### config.mk
export PLATFORM = sky130hd
export DESIGN_NAME = bht_predictor
export DESIGN_NICKNAME = d
export VERILOG_FILES = /design/src/rtl/bht_predictor.sv
export SDC_FILE = /design/constraint.sdc
export NUM_CORES = 2
export LEC_CHECK = 0
export ABC_CLOCK_PERIOD_IN_PS = 7850
export BUFFER_PORTS_ARGS = -buffer_cell sky130_fd_sc_hd__buf_2
export CORE_MARGIN = 1.5
export CORE_UTILIZATION = 45
export DETAILED_ROUTE_END_ITERATION = 7
export SLEW_MARGIN = 0
export SYNTH_ARGS = -nofsm -noshare
export SYNTH_HDL_FRONTEND = slang
export SYNTH_SLANG_ARGS = --single-unit
### constraint.sdc
create_clock -name clk -period 7.85 [get_ports clk]
set_input_delay 2.355 -clock clk [delete_from_list [all_inputs] [get_ports clk]]
set_output_delay 2.355 -clock clk [all_outputs]
set_load 0.005 [all_outputs]
### src/rtl/bht_predictor.sv
// ---------------------------------------------------------------------------
// bht_predictor
//    Direct-mapped branch history table with a 2-bit saturating counter and
//    a full target address per entry.
//
//    Lookup is purely combinational off if_pc. An update takes effect on the
//    rising clk edge where upd_en is high. A lookup in the same cycle
//    therefore sees the pre-edge contents, and the new contents from the
//    following cycle onward.
//
// Ports
//    clk           : single clock, all state changes on its rising edge
//    rstn          : asynchronous active-low reset
//    if_pc         : fetch PC being looked up
//    pred_taken    : lookup hit and counter in a taken state
//    pred_next_pc  : predicted target when pred_taken, else if_pc + 4
//    upd_en        : one resolved branch/jump per asserted cycle
//    upd_pc        : PC of the resolved instruction
//    upd_taken     : resolved direction
//    upd_target    : resolved target address
//    upd_mispred   : resolved instruction caused a flush
//    stat_updates  : saturating count of accepted updates
//    stat_mispred  : saturating count of accepted mispredicted updates
// ---------------------------------------------------------------------------
module bht_predictor #(
   parameter int ENTRIES = 16,
   parameter int IDX_W   = 4
) (
   input  logic        clk,
   input  logic        rstn,
   input  logic [31:0] if_pc,
   output logic        pred_taken,
   output logic [31:0] pred_next_pc,
   input  logic        upd_en,
   input  logic [31:0] upd_pc,
   input  logic        upd_taken,
   input  logic [31:0] upd_target,
   input  logic        upd_mispred,
   output logic [15:0] stat_updates,
   output logic [15:0] stat_mispred
);

   localparam int TAG_W = 30 - IDX_W;

   // Entry storage. The whole table clears on reset, so it is kept in flops.
   logic             valid_reg  [ENTRIES];
   logic [TAG_W-1:0] tag_reg    [ENTRIES];
   logic [31:0]      target_reg [ENTRIES];
   logic [1:0]       ctr_reg    [ENTRIES];

   logic [15:0] stat_updates_reg;
   logic [15:0] stat_mispred_reg;

   // PC[1:0] does not take part in indexing or tagging.
   logic unused_pc_bits;
   assign unused_pc_bits = ^{if_pc[1:0], upd_pc[1:0]};

   // ---------------- lookup ----------------
   logic [IDX_W-1:0] lk_idx;
   logic [TAG_W-1:0] lk_tag;
   logic             lk_hit;

   assign lk_idx = if_pc[IDX_W+1:2];
   assign lk_tag = if_pc[31:IDX_W+2];
   assign lk_hit = valid_reg[lk_idx] && (tag_reg[lk_idx] == lk_tag);

   // Reset clears every valid bit, so pred_taken falls to 0 during reset.
   assign pred_taken   = lk_hit && ctr_reg[lk_idx][1];
   assign pred_next_pc = pred_taken ? target_reg[lk_idx] : (if_pc + 32'd4);

   // ---------------- update ----------------
   logic [IDX_W-1:0] upd_idx;
   logic [TAG_W-1:0] upd_tag;
   logic             upd_hit;
   logic [1:0]       ctr_next;

   assign upd_idx = upd_pc[IDX_W+1:2];
   assign upd_tag = upd_pc[31:IDX_W+2];
   assign upd_hit = valid_reg[upd_idx] && (tag_reg[upd_idx] == upd_tag);

   // Saturating counter step for an update that hits.
   always_comb begin
      ctr_next = ctr_reg[upd_idx];
      if (upd_taken) begin
         if (ctr_reg[upd_idx] != 2'd3) ctr_next = ctr_reg[upd_idx] + 2'd1;
      end else begin
         if (ctr_reg[upd_idx] != 2'd0) ctr_next = ctr_reg[upd_idx] - 2'd1;
      end
   end

   always_ff @(posedge clk or negedge rstn) begin
      if (!rstn) begin
         for (int i = 0; i < ENTRIES; i++) begin
            valid_reg[i]  <= 1'b0;
            tag_reg[i]    <= '0;
            target_reg[i] <= '0;
            ctr_reg[i]    <= 2'd1;
         end
      end else if (upd_en) begin
         if (upd_hit) begin
            ctr_reg[upd_idx] <= ctr_next;
            if (upd_taken) target_reg[upd_idx] <= upd_target;
         end else if (upd_taken) begin
            // Only taken branches allocate; a new entry starts weakly taken.
            valid_reg[upd_idx]  <= 1'b1;
            tag_reg[upd_idx]    <= upd_tag;
            target_reg[upd_idx] <= upd_target;
            ctr_reg[upd_idx]    <= 2'd2;
         end
      end
   end

   // ---------------- statistics ----------------
   always_ff @(posedge clk or negedge rstn) begin
      if (!rstn) begin
         stat_updates_reg <= '0;
         stat_mispred_reg <= '0;
      end else if (upd_en) begin
         if (stat_updates_reg != 16'hFFFF) stat_updates_reg <= stat_updates_reg + 16'd1;
         if (upd_mispred && (stat_mispred_reg != 16'hFFFF))
            stat_mispred_reg <= stat_mispred_reg + 16'd1;
      end
   end

   assign stat_updates = stat_updates_reg;
   assign stat_mispred = stat_mispred_reg;

endmodule

==> results_dict.tcl <==
set metrics [dict create \
    status "finished, violations left" \
    violations "negative setup slack" \
    synth_nets 3483 \
    power_mw 15.3 \
    path_delay_family "multiplexers" \
    worst_slew_pin_slew_ns 1.26 \
    yosys-top-cells-area "dfrtp_1 49%, mux2_2 20%, mux4_2 17%, mux2i_1 1.9%, clkbuf_1 1.3%" \
    reg2reg_depth 8 \
    syn_avg_cell_area_um2 15.1 \
    synth.top_cell.area_share_pct 48.6 \
    drt_iter0_drc 2459 \
    cp_max_fo 9 \
    critPathKind "input pin to output pin" \
    drive_above_1_share_pct 53.6 \
    dp_hpwl_um 96900 \
    area_growth_pct 16.0 \
    drv_cap 0 \
    fin_setup_tns_ns -9.24 \
    drv_slew 0 \
    fin_crit_ns 8.19 \
    timing.critical_path.required_ns 5.50 \
    ys.flop_type "dfrtp_1" \
    post-route-period-util_pct 104 \
    layout_setup_ws_ns -0.337 \
    startpoint_type "input pin" \
    synthArstFlopShare_pct 100 \
    vias 32035 \
    netlist_area_um2 51100 \
    hold_depth 2 \
    viasPerCell 6.19 \
    drt_pass1_iterations 5 \
    row_count 123 \
    ys_seq_elements 1008 \
    critical_path_depth 14 \
    worst-path-buf-inv 7 \
    rsz0062_at_grt "true" \
    start_util_pct 45.4 \
    ioPinCount 166 \
    htree_levels 3 \
    tritoncts "yes" \
    core-area_um2 112000 \
    root_buffer "clkbuf_16" \
    cts_made_buffers 110 \
    drc_errors 0 \
    powerDensity_nw_per_um2 258 \
    synth_edf_count 0 \
    maxSlewHeadroom_pct 16.2 \
    clock.fmax_ghz 0.122 \
    die_width_um 340 \
    cpMaxStageDelayCell "mux4_2" \
    slowest_delay_ns 0.55 \
    fin_nets 3679 \
    die_area_um2 115000 \
    grt_overflow 0 \
    nFillCells 9187 \
    insertion_delay_ns 0.72 \
    grt_pass1_wl_um 232000 \
    wl_per_cell_um 29.9 \
    wirelength_um 155000 \
    endpoint_kind "output pin" \
    irDropWorstVdd_uv 208 \
    seq_area_frac_synth_pct 49.4 \
    finClkSkew_ns 0.0324 \
    yosys.cell_types.count 76 \
    crit_chain "buf_16, buf_8, mux4_2, mux4_2, xor2_1, nor4_1, buf_4, nand4_1, buf_4, nor3_4, buf_6, buf_12, mux2_2, buf_2" \
    die_h_um 340 \
    setup_viol 32 \
    hp-class "register to register" \
    cp.arrival_ns 5.83 \
    antenna_found_initial 20 \
    synthTopCellsByCount "992 x dfrtp_1, 926 x mux2_2, 376 x mux4_2" \
    synth_cells 3379 \
    gr-usage-all-layers_pct 27.0 \
    port_buffers 163 \
    gp_congestion 0.919 \
    grt_pass1_vias 34244 \
    synth.largest_area_cell "dfrtp_1" \
    ys.warnings.count 0 \
    ant_nets 0 \
    cts_max_path_buffers 3 \
    synth_most_common_cell "dfrtp_1" \
    cts_hold_buf 0 \
    clk_pin_slew_ns 0.06 \
    cellLeakagePower_nw 26.1 \
    final_hold_viol_count 0 \
    grt_max_degree 194 \
    cts_sinks 1008 \
    largest_reg_flops 512 \
]
## metrics by stage
step                      util (%)  setup WS [ns]  cell area [um^2]  instances  hold WS, ns
final                         52.6         -0.337             59200       5175        0.478
after global routing          52.6         -0.373             59200       5174        0.491
after CTS                     52.5         -0.281             59100       5168        0.475
after detailed placement      48.5         -0.585             54600       4940        0.466
after global placement        48.5         -0.605             54600       4940        0.458
after floorplan                  -         0.0145             51100       3379        0.449
## repair_timing
item                       CTS  global route
resized for setup           63            18
setup buffers               15             2
pin swaps                    4             3
hold endpoints to repair     0             0
setup endpoints to repair   33            33
cloned                       6             0
## area by class of cell
class                      instances  area, um^2  area share (%)
antenna                            5        12.5          0.0211
clock buffer                     159        3280            5.54
clock inverter                    48         608            1.03
inverter                          28         108           0.182
multi-input combinational       2043       24500            41.4
sequential                      1008       25200            42.6
tap                             1500        1880            3.17
timing repair buffer             384        3540            5.97
## worst reg2reg max path: stages, from the launching register on
cell and delay (ns):
dfrtp_1 0.39, mux4_1 0.52, mux4_2 0.49, xor2_1 0.55, nor4_1 0.19, nand4_2 0.38, nor2b_4 0.95, buf_4 0.30
mux2_2 0.34
## path summary, 6_finish.rpt
path | slack, ns | from | end
worst max register to register | 3.62 | tag_reg[376]$_DFFE_PN0P_ | tag_reg[382]$_DFFE_PN0P_
worst max-delay path | -0.34 | if_pc[2] | pred_next_pc[11]
min in group asynchronous | 1.69 | rstn | tag_reg[179]$_DFFE_PN0P_
worst min register to register | 0.48 | ctr_reg[22]$_DFFE_PN1P_ | ctr_reg[22]$_DFFE_PN1P_
worst min-delay path | 0.48 | ctr_reg[22]$_DFFE_PN1P_ | ctr_reg[22]$_DFFE_PN1P_
max in group asynchronous | 4.41 | rstn | target_reg[38]$_DFFE_PN0P_
## cells in the final DEF (no fill, tap or decap), types with 6 or more instances in the layout
| cell | netlist | routed |
|---|---|---|
| o21ai_0 | 34 | 32 |
| nor3_1 | 17 | 16 |
| inv_1 | 25 | 25 |
| nand2_4 | 7 | 7 |
| or2_2 | 6 | 6 |
| nand4_1 | 14 | 14 |
| mux2i_1 | 96 | 96 |
| mux4_2 | 376 | 376 |
| mux2_1 | 27 | 27 |
| mux2_4 | 19 | 45 |
| o311a_1 | 7 | 7 |
| a21oi_1 | 15 | 15 |
| buf_6 | 7 | 28 |
| o22ai_1 | 12 | 12 |
| nor2b_1 | 12 | 7 |
| xnor2_1 | 62 | 62 |
| dfrtp_1 | 992 | 992 |
| mux2_2 | 926 | 900 |
| nor4_1 | 15 | 15 |
| clkbuf_16 | 0 | 111 |
| clkbuf_8 | 0 | 32 |
| nand2_1 | 78 | 70 |
| buf_12 | 3 | 48 |
| nand3_1 | 46 | 46 |
| nand2_2 | 1 | 9 |
| a31oi_1 | 13 | 13 |
| dfstp_2 | 16 | 16 |
| a22oi_1 | 20 | 20 |
| nor2_1 | 80 | 70 |
| buf_4 | 43 | 163 |
| clkbuf_1 | 179 | 16 |
| and3_1 | 11 | 11 |
| nand2b_1 | 19 | 19 |
| nor2_4 | 0 | 10 |
| and4_1 | 6 | 6 |
| bufinv_16 | 0 | 10 |
| xor2_1 | 49 | 47 |
| buf_2 | 39 | 131 |
| buf_16 | 0 | 8 |
| clkinv_2 | 0 | 27 |
## metal layers
metal / share of wire [%] / GRT usage (%) / vias up
met3: 7.1 / 6.08 / 325
met2: 48 / 43.3 / 1115
met5: 0.10 / 0 / -
met4: 3.4 / 8.88 / 24
met1: 42 / 36.6 / 17410
li1: - / - / 13161
## kinds of logic (layout without fill, tap and decap cells)
group | count (synthesis) | count (layout) | share of synthesized area (%)
simple gates | 336 | 336 | 3.38
mux | 1445 | 1445 | 40.1
xor+xnor | 111 | 111 | 1.90
compound gates | 147 | 147 | 2.06
flops | 1008 | 1008 | 49.4
buf+inv | 328 | 619 | 3.02
fa+ha+maj | 4 | 4 | 0.0931
other cells | 0 | 5 | 0
## report_power, final
group	switching [mW]	internal [mW]
Combinational	1.22	1.74
Clock	2.23	3.24
Sequential	0.640	6.20
Total	4.09	11.2
Note: power is estimated with default switching activity, not from simulation.
